### src/rtl/led_scan_seq.sv
// Scan sequencer that drives a 3-to-8 LED decoder: up, down, ping-pong and single-shot patterns with programmable dwell.
// Optional feature macro: LED_SCAN_PINGPONG_EN (mode 2 is ping-pong when defined, otherwise behaves as mode 0).
module led_scan_seq #(
  parameter int DWELL_W = 8
) (
  input  logic               clk,
  input  logic               rst,
  input  logic               start,
  input  logic               stop,
  input  logic               hold,
  input  logic [1:0]         mode,
  input  logic [DWELL_W-1:0] dwell,
  output logic [2:0]         switch,
  output logic [2:0]         enable,
  output logic               busy,
  output logic               wrap
);

  typedef enum logic [1:0] {IDLE, RUN, PAUSE} state_t;

  state_t             state_reg, state_next;
  logic [1:0]         m_reg, m_next;
  logic [DWELL_W-1:0] d_reg, d_next;
  logic [DWELL_W-1:0] cnt_reg, cnt_next;
  logic               dir_reg, dir_next;
  logic [2:0]         sw_reg, sw_next;
  logic               wrap_reg, wrap_next;

  always_ff @(posedge clk) begin
    if (rst) begin
      state_reg <= IDLE;
      m_reg     <= 2'd0;
      d_reg     <= '0;
      cnt_reg   <= '0;
      dir_reg   <= 1'b0;
      sw_reg    <= 3'd0;
      wrap_reg  <= 1'b0;
    end else begin
      state_reg <= state_next;
      m_reg     <= m_next;
      d_reg     <= d_next;
      cnt_reg   <= cnt_next;
      dir_reg   <= dir_next;
      sw_reg    <= sw_next;
      wrap_reg  <= wrap_next;
    end
  end

  always_comb begin
    state_next = state_reg;
    m_next     = m_reg;
    d_next     = d_reg;
    cnt_next   = cnt_reg;
    dir_next   = dir_reg;
    sw_next    = sw_reg;
    wrap_next  = 1'b0;

    if (stop) begin
      state_next = IDLE;
      sw_next    = 3'd0;
    end else if (start) begin
      m_next     = mode;
      d_next     = dwell;
      cnt_next   = dwell;
      sw_next    = (mode == 2'd1) ? 3'd7 : 3'd0;
      dir_next   = (mode == 2'd1);
      state_next = RUN;
    end else if (state_reg != IDLE) begin
      if (hold) begin
        state_next = PAUSE;
      end else begin
        // Leaving PAUSE counts as a normal step cycle, so each held cycle adds exactly one.
        state_next = RUN;
        if (cnt_reg != '0) begin
          cnt_next = cnt_reg - DWELL_W'(1);
        end else begin
          cnt_next = d_reg;
          case (m_reg)
            2'd3: begin
              if (sw_reg == 3'd7) begin
                state_next = IDLE;
                sw_next    = 3'd0;
                wrap_next  = 1'b1;
              end else begin
                sw_next = sw_reg + 3'd1;
              end
            end
`ifdef LED_SCAN_PINGPONG_EN
            2'd2: begin
              // Direction flips on arrival at either end; a pass ends on reaching 0.
              if (!dir_reg) begin
                sw_next = sw_reg + 3'd1;
                if (sw_reg == 3'd6) dir_next = 1'b1;
              end else begin
                sw_next = sw_reg - 3'd1;
                if (sw_reg == 3'd1) begin
                  dir_next  = 1'b0;
                  wrap_next = 1'b1;
                end
              end
            end
`endif
            default: begin
              // Up and down share one path; dir was fixed when the scan started.
              if (dir_reg) begin
                sw_next   = sw_reg - 3'd1;
                wrap_next = (sw_reg == 3'd0);
              end else begin
                sw_next   = sw_reg + 3'd1;
                wrap_next = (sw_reg == 3'd7);
              end
            end
          endcase
        end
      end
    end
  end

  assign switch = sw_reg;
  assign enable = (state_reg != IDLE) ? 3'b100 : 3'b000;
  assign busy   = (state_reg != IDLE);
  assign wrap   = wrap_reg;

endmodule

### config.mk
export PLATFORM = sky130hd
export DESIGN_NAME = led_scan_seq
export DESIGN_NICKNAME = d
export VERILOG_FILES = /design/src/rtl/led_scan_seq.sv
export SDC_FILE = /design/constraint.sdc
export NUM_CORES = 1
export LEC_CHECK = 0
export CORE_MARGIN = 2
export CORE_UTILIZATION = 40
export DETAILED_ROUTE_END_ITERATION = 10
export DONT_BUFFER_PORTS = 1
export PLACE_DENSITY = 0.6
export SYNTH_ARGS = -nofsm -noshare
export SYNTH_HDL_FRONTEND = slang
export SYNTH_SLANG_ARGS = --single-unit
export TNS_END_PERCENT = 20
### constraint.sdc
create_clock -name clk -period 3.1 [get_ports clk]
set_input_delay 0.62 -clock clk [delete_from_list [all_inputs] [get_ports clk]]
set_output_delay 0.62 -clock clk [all_outputs]
set_load 0.01 [all_outputs]
# Word level (Yosys, flattened, before mapping)

Cells that the tools add are included.
Widths: inputs -> output; s select.

Word-level logic and storage cells: 50
Flip-flop bits (word level): 25

Mux-type cells: 22
Bitwise operators: 2
Equality and inequality tests: 5
$add $sub $neg: 3
Reduce and logical (&&, ||, !) cells: 10

Operators with widths:

| operator            | number |
|---|---|
| $mux 8              | 4 |
| $mux 3              | 9 |
| $mux 1              | 8 |
| $reduce_bool 8->1   | 1 |
| $sub 8x1->8 const B | 1 |
| $reduce_and 3->1    | 2 |
| $reduce_or 6->1     | 1 |
| $ne 2x2->1 const B  | 2 |
| $reduce_bool 2->1   | 2 |
| $add 3x1->3 const B | 1 |
| $eq 3x3->1 const B  | 1 |
| $logic_not 3->1     | 1 |
| $reduce_or 3->1     | 1 |
| $sub 3x1->3 const B | 1 |
| $eq 2x1->1 const B  | 1 |
| $eq 2x2->1 const B  | 1 |
| $mux 2              | 1 |
| $not 1->1           | 2 |
| $reduce_and 2->1    | 1 |
| $reduce_or 2->1     | 1 |

# Longest topological paths before layout

Gate-level depths: netlist of the first run.

Word-level depth: 7
Gate-level depth with buffers: 7
Gate-level depth less buffers: 6

# Worst setup path before layout of the first run

Ideal clock, no wire load.

Kind: reg2reg
Start point: register cnt_reg[0]
End point: register sw_reg[0] (netlist: switch[0])
Data arrival time: 1.736 ns
Slack: 1.245 ns
Cell stages (with the launch flop): 8
Path buffers: 1
Setup time: 0.120 ns
Cell sequence: dfxtp_1 > inv_1 > ha_1 > or3b_2 > clkbuf_4 > nor3_2 > nor2_1 > o31a_1

Word-level cells in the longest chain between the ends: 3

RTL lines:

| item                       | RTL line | source |
|---|---|---|
| start: declaration         | 24       | `logic [DWELL_W-1:0] cnt_reg, cnt_next;` |
| start signal: assignment   | 42       | `cnt_reg <= cnt_next;` |
| $reduce_bool 8->1          | 74       | `if (cnt_reg != '0) begin` |
| $ne 2x2->1 (no line)       | --       |  |
| $reduce_and 3->1 (no line) | --       |  |
| end signal: assignment     | 44       | `sw_reg <= sw_next;` |
| end: declaration           | 26       | `logic [2:0] sw_reg, sw_next;` |

No other way between the ends.
A chain may end at the register's enable or synchronous reset.

# Final worst setup path of the first run

Start point: register cnt_reg[0]
End point: register cnt_reg[4]

Word-level cells in the longest chain between the ends: 5

RTL lines:

| item                                                    | RTL line | source |
|---|---|---|
| $sub 8x1->8 / $reduce_bool 8->1 (equally long branches) | 75, 74   |  |
| $mux 8 (*)                                              | 74       |  |
| $mux 8 (*)                                              | 69       | `if (hold) begin` |
| $mux 8 (*)                                              | 68       | `end else if (state_reg != IDLE) begin` |
| $mux 8 (*)                                              | 61       | `end else if (start) begin` |

Mark *: on every way between the ends. The rest lies on a longest branch, timed or not. The select of a mux whose other input is x is not followed.

==> impl_results.md, run 1 <==
* Status: finished, final reports clean
* M3 GR Usage at 1.96%
* Fmax at 484 MHz
* Cell variety after synth at 53
* Synth-to-layout area growth at 2.74%
* # setup viols final at 0
* Peak supply drop at 235 uV
* Fraction of layout cells with a size suffix above 1 at 7.65%
* Overall power at 645 uW
* Post-synth EDFFs at 0
* TritonCTS clock tree: yes
* Top Ports at 23
* Top_reg_cell synth: dfxtp_1
* Tot GR Track Use at 17.4%
* Syn_area_per_cell at 8.14 um^2
* TritonCTS buffer count at 3
* Slew Viols, Final at 0
* Antenna Violating Nets Remaining at 0
* Worst Skew at 1.24 ps
* Clk network pwr share at 22.7%
* Pwr dens at 443 mW/mm^2
* Critical Path Sink Type: flip-flop
* Clock Sinks at 25
* Vias in the first global route at 1177
* Diode count at 0
* Worst endpoint required time at 3330 ps
* Initial DRC count at 84
* Floorplan core area at 0.00336 mm^2
* Congestion Overflow GR at 0
* Width of the die at 63.5 um
* H-tree depth at 1
* First-pass DRT Iterations at 4
* Cells after synthesis at 174
* Area contributors post-synth: dfxtp_1, nand2_1, a21oi_1
* Startpoint types: flip-flop
* Initial core utilization at 42.1%
* RePlAce Congestion at 0.870
* Antenna violations before repair at 0
* Detailed Route WL at 3270 um
* Flop pwr share at 55.4%
* Filler cells at 380
* Synth cell count leaders: nand2_1, dfxtp_1, a21oi_1
* Final worst slack at 1040 ps
* Cts hold-fix bufs at 0
* Height of the die at 63.5 um
* DP HPWL at 2460 um
* Synth Warn # at 0
* Met1 global-route usage at 25.1%
* Yosys top cell area share at 35.3%
* Post-cts gate resize count at 0
* Port Buffer Count at 0
* Crit Path Class: flip-flop to flip-flop
* Via count at 1217
* DP Worst Slack at 1070 ps
* CP Max Fanout at 7
* Hold Crit Class: input port to flip-flop
* Clock Path Buffers at 2
* Combinational group share of total power at 21.9%
* Hold depth at 1
* FP Rows at 21
* Minimum clock period at 2060 ps
* Skew-Pair Late Insertion Delay at 310 ps
* Hold slack at 350 ps
* Setup bufs post-CTS at 0
* Most numerous cell in the Yosys netlist: nand2_1
* RSZ-0062 raised after global routing: no
* WL per Instance at 15.1 um
* Synth area leader: dfxtp_1
* Static leakage at 0.508 nW
* Crit path DAT at 2300 ps
* Die area at 0.00403 mm^2
* Switching pwr at 196 uW
* Final hold violation count at 0
* Max-slew headroom at 54.8%
* Detailed-route DRC error count at 0
* Internal power at 449 uW
* Post-Route Setup TNS at 0 ps
* Worst reg-to-reg path cell count at 6
* Vias per inst at 5.63
* Cell area after synthesis at 0.00142 mm^2
* Worst slew pin tran at 678 ps
* Grt peak-use layer: met2
* First-pass GRT wire length at 5630 um
* CTS clk-pin slew, worst paths at 130 ps
* Synth async-reset ratio at 0%
* Root Buffer: clkbuf_4
* Sw Ratio at 30.3%
* Register area share after synthesis at 35.3%
* Final period utilization at 66.6%
* Largest net degree at the start of global routing at 22
* Met2 global-route usage at 27.2%
* Synth Register Bits at 25
* Nets@finish at 192
* Max Cap Viol at 0
-- placed cells by master (no fill, tap or decap), types with 4 or more instances in the layout --
cell type / instances
or3_1: 4
nor2b_1: 4
nor2_1: 10
inv_1: 5
nor3_1: 6
ha_1: 6
dfxtp_1: 25
nand2_1: 29
a21oi_1: 18
o21ai_0: 4
-- path summary, 6_finish.rpt --
check / from / endpoint / slack (ps)
worst max register to register: cnt_reg[0] / cnt_reg[4] / 1040
worst max-delay path: cnt_reg[0] / cnt_reg[4] / 1040
worst min-delay path: rst / cnt_reg[5] / 350
worst min register to register: dir_reg / dir_reg / 450
-- metrics by stage --
step | util, % | area, um^2 | std cells
6_report | 43.3 | 1460 | 216
5_1_grt | 43.3 | 1460 | 216
3_5_place_dp | 42.5 | 1430 | 212
4_1_cts | 43.3 | 1460 | 216
2_1_floorplan | - | 1420 | 175
3_3_place_gp | 42.5 | 1430 | 212
-- routing by layer --
metal / vias up / wire length (um)
met4: 0 / 40
met2: 27 / 1500
met3: 5 / 151
li1: 616 / -
met1: 569 / 1570
met5: - / 0
-- final cells by class --
type / instances / area (um^2) / area share, %
Inverter: 6 / 22.5 / 1.55
Clock buffer: 4 / 26.3 / 1.81
Tap cell: 46 / 57.6 / 3.96
Timing Repair Buffer: 1 / 7.51 / 0.516
Sequential cell: 25 / 500 / 34.4
Multi-Input combinational cell: 134 / 841 / 57.8
-- power groups by stage --
stage | registers, mW | logic [mW] | clock network [mW]
after global routing | 0.360 | 0.158 | 0.163
after global placement | 0.363 | 0.137 | 0
after floorplan | 0.359 | 0.127 | 0
final | 0.357 | 0.141 | 0.146
after detailed placement | 0.364 | 0.139 | 0
after CTS | 0.357 | 0.141 | 0.151
-- worst max-delay path: stages (launching register included) --
cell,delay [ps]
dfxtp_1,390
inv_1,120
ha_1,220
nor3b_1,400
nand2_1,270
a211o_1,330
a311oi_1,260
-- kinds of logic (layout without fill, tap and decap cells) --
logic type / count (synthesis) / count (layout) / share of synthesized area, %
DFF: 25 / 25 / 35.3
other: 1 / 2 / 0.265
adders and majority gates: 6 / 6 / 5.30
muxes: 3 / 3 / 2.21
and+or+nand+nor: 66 / 66 / 22.7
xor gates and xnor gates: 4 / 4 / 2.47
AOI/OAI and AO/OA: 53 / 53 / 26.1
buffers and inverters: 16 / 11 / 5.56
(Power assumes the default switching activity.)
==> run 2, diff against run 1 <==
--- a/config.mk
+++ b/config.mk
@@ -5,6 +5,7 @@
 export SDC_FILE = /design/constraint.sdc
 export NUM_CORES = 1
 export LEC_CHECK = 0
+export ABC_AREA = 1
 export CORE_MARGIN = 2
 export CORE_UTILIZATION = 40
 export DETAILED_ROUTE_END_ITERATION = 10
==> constraint.sdc (replaced) <==
create_clock -name clk -period 1.95 [get_ports clk]
set_input_delay 0.39 -clock clk [delete_from_list [all_inputs] [get_ports clk]]
set_output_delay 0.39 -clock clk [all_outputs]
set_load 0.01 [all_outputs]
==> run 2 against run 1 <==
Against the previous run: register-to-register slack worse by 670 ps; flip-flop and latch count is the same; fmax is 30% higher; non-clock buffer count unchanged; worst setup slack worse by 670 ps; die area increased by 0.41%; clock power grew 60%; final cell count up 18%; utilization up 0.074 points; combinational power up 87%; critical endpoint is now switch[0]; largest cell class unchanged.
==> impl_results.md, run 2 <==
* Largest net degree at the start of global routing at 21 (was 22)
* Met2 global-route usage at 27.1% (was 27.2%)
* RePlAce Congestion at 0.854 (was 0.870)
* Die area at 0.00405 mm^2 (was 0.00403 mm^2)
* Critical Path Sink Type: flip-flop (unchanged)
* Port Buffer Count at 0 (unchanged)
* Root Buffer: clkbuf_4 (unchanged)
* Met1 global-route usage at 22.4% (was 25.1%)
* Worst endpoint required time at 2210 ps (was 3330 ps)
* Syn_area_per_cell at 6.71 um^2 (was 8.14 um^2)
* Register area at 500 um^2 (unchanged)
* # setup viols final at 0 (unchanged)
* Clock Path Buffers at 2 (unchanged)
* FP Rows at 21 (unchanged)
* Most common cell after layout, fill and taps aside: nand2_1 (unchanged)
* Slowest cell on the critical path: dfxtp_1 (was nor3b_1)
* Synth cell count leaders: nand2_1, a21oi_1, dfxtp_1 (was nand2_1, dfxtp_1, a21oi_1)
* Synth Warn # at 0 (unchanged)
* WL per Instance at 12.0 um (was 15.1 um)
* Vias in the first global route at 1210 (was 1177)
* TritonCTS buffer count at 3 (unchanged)
* Post-Route Setup TNS at 0 ps (unchanged)
* First-pass GRT wire length at 5350 um (was 5630 um)
* Diode count at 0 (unchanged)
* Synth area leader: dfxtp_1 (unchanged)
* Grt peak-use layer: met2 (unchanged)
* Yosys top cell area share at 35.2% (was 35.3%)
* Max Cap Viol at 0 (unchanged)
* Tot GR Track Use at 16.7% (was 17.4%)
* Nets@finish at 230 (was 192)
* Design area at 0.00146 mm^2 (about the same)
* Register area share after synthesis at 35.2% (was 35.3%)
* Height of the die at 63.6 um (was 63.5 um)
* Minimum clock period at 1590 ps (was 2060 ps)
* Post-synth EDFFs at 0 (unchanged)
* Hold Crit Class: input port to flip-flop (unchanged)
* Via count at 1255 (was 1217)
* M3 GR Usage at 3.39% (was 1.96%)
* Synth-to-layout area growth at 2.46% (was 2.74%)
* Congestion Overflow GR at 0 (unchanged)
* Peak supply drop at 378 uV (was 235 uV)
* Initial core utilization at 42.3% (was 42.1%)
* Synth Register Bits at 25 (unchanged)
* Most numerous cell in the Yosys netlist: nand2_1 (unchanged)
* Antenna Violating Nets Remaining at 0 (unchanged)
* Placed cells at 250 (was 212)
* Post-cts gate resize count at 0 (unchanged)
* Status: finished, final reports clean (unchanged)
* CTS clk-pin slew, worst paths at 140 ps (was 130 ps)
* Cell area after synthesis at 0.00142 mm^2 (about the same)
* DP Worst Slack at 411 ps (was 1070 ps)
* Worst Skew at 6.31 ps (was 1.24 ps)
* DP Area at 0.00143 mm^2 (about the same)
* TritonCTS clock tree: yes (unchanged)
* Detailed Route WL at 3050 um (was 3270 um)
* Slew Viols, Final at 0 (unchanged)
* Detailed-route DRC error count at 0 (unchanged)
* Pwr dens at 730 mW/mm^2 (was 443 mW/mm^2)
* Filler cells at 377 (was 380)
* Top Ports at 23 (unchanged)
* Area contributors post-synth: dfxtp_1, nand2_1, a21oi_1 (unchanged)
* Antenna violations before repair at 0 (unchanged)
* Top_reg_cell synth: dfxtp_1 (unchanged)
* Static leakage at 0.660 nW (was 0.508 nW)
* Cts hold-fix bufs at 0 (unchanged)
* Fmax at 629 MHz (was 484 MHz)
* Slowest stage delay, CP at 350 ps (was 400 ps)
* Setup bufs post-CTS at 0 (unchanged)
* Startpoint types: flip-flop (unchanged)
* Worst path cell trace: inv_1, ha_1, nand3_1, nor2_4, nand2_2, nand2_1, o21ai_0, a21oi_1 (was inv_1, ha_1, nor3b_1, nand2_1, a211o_1, a311oi_1)
* Vias per inst at 4.94 (was 5.63)
* Util after Layout at 43.3% (about the same)
* Initial DRC count at 31 (was 84)
* Final worst slack at 361 ps (was 1040 ps)
* Multi-input logic area at 764 um^2 (was 841 um^2)
* Width of the die at 63.6 um (was 63.5 um)
* Final hold violation count at 0 (unchanged)
* Clock Sinks at 25 (unchanged)
* Floorplan core area at 0.00336 mm^2 (unchanged)
* CP Max Fanout at 12 (was 7)
* DP HPWL at 2200 um (was 2460 um)
* H-tree depth at 1 (unchanged)
* Final non-filler cell total at 254 (was 216)
* Skew-Pair Late Insertion Delay at 320 ps (was 310 ps)
* Cell variety after synth at 26 (was 53)
* Synth async-reset ratio at 0% (unchanged)
* Most frequent cells in the layout: nand2_1, a21oi_1, dfxtp_1 (was nand2_1, dfxtp_1, a21oi_1)
* RSZ-0062 raised after global routing: no (unchanged)
* Crit path DAT at 1850 ps (was 2300 ps)
* Cells after synthesis at 212 (was 174)
* Final period utilization at 81.5% (was 66.6%)
* Fraction of layout cells with a size suffix above 1 at 6.73% (was 7.65%)
* First-pass DRT Iterations at 4 (unchanged)
* Crit Path Class: flip-flop to flip-flop (unchanged)
==> run 2: cell type report <==
type	instances	share of cell area, %
timing repair buffer	1	0.515
multi-input combinational	151	52.4
sequential	25	34.3
tap	46	3.95
clock buffer	4	1.80
inverter	27	6.95
==> run 2: kinds of logic (layout without fill, tap and decap cells) <==
family	after synthesis	in the layout	share of synthesized area, %
xor gates and xnor gates	3	3	1.85
buffers and inverters	37	32	11.3
DFF	25	25	35.2
adders and majority gates	6	6	5.28
AOI/OAI and AO/OA	54	54	19.7
and+or+nand+nor	86	86	26.4
other	1	2	0.264
==> run 2: metal layers <==
metal | vias up | routed length, um
li1 | 672 | -
met1 | 556 | 1570
met2 | 25 | 1350
met3 | 2 | 102
met4 | 0 | 23
met5 | - | 0
==> run 2: path summary, 6_finish.rpt <==
kind / from / endpoint / slack (ps) / cells past startpoint
worst max-delay path: cnt_reg[0] / switch[0] / 360 / 8
worst min-delay path: rst / cnt_reg[0] / 120 / 1
worst max register to register: cnt_reg[0] / switch[0] / 360 / 8
worst min register to register: cnt_reg[0] / cnt_reg[0] / 500 / 2
==> run 2: where the power goes <==
group	leakage (nW)	switching, mW	internal [mW]	total (mW)
Sequential	0.205	0.0259	0.541	0.567
Clock	0.0150	0.154	0.0800	0.234
Combinational	0.440	0.170	0.0927	0.263
Total	0.660	0.350	0.714	1.06
==> run 2: per-stage QoR <==
step | total power, mW | hold WS, ps
floorplan | 0.811 | 458
global placement | 0.839 | 463
detailed placement | 0.841 | 463
CTS | 1.07 | 110
global route | 1.15 | 86.3
finish | 1.06 | 118
==> run 2: critical path: cells and delay by family, from the launching register on <==
family                   cells  cell delay, ps
AO/OA/AOI/OAI                2             220
flip-flops                   1             350
AND/OR/NAND/NOR              4             670
buffers and inverters        1             130
adder cells (fa/ha/maj)      1             170
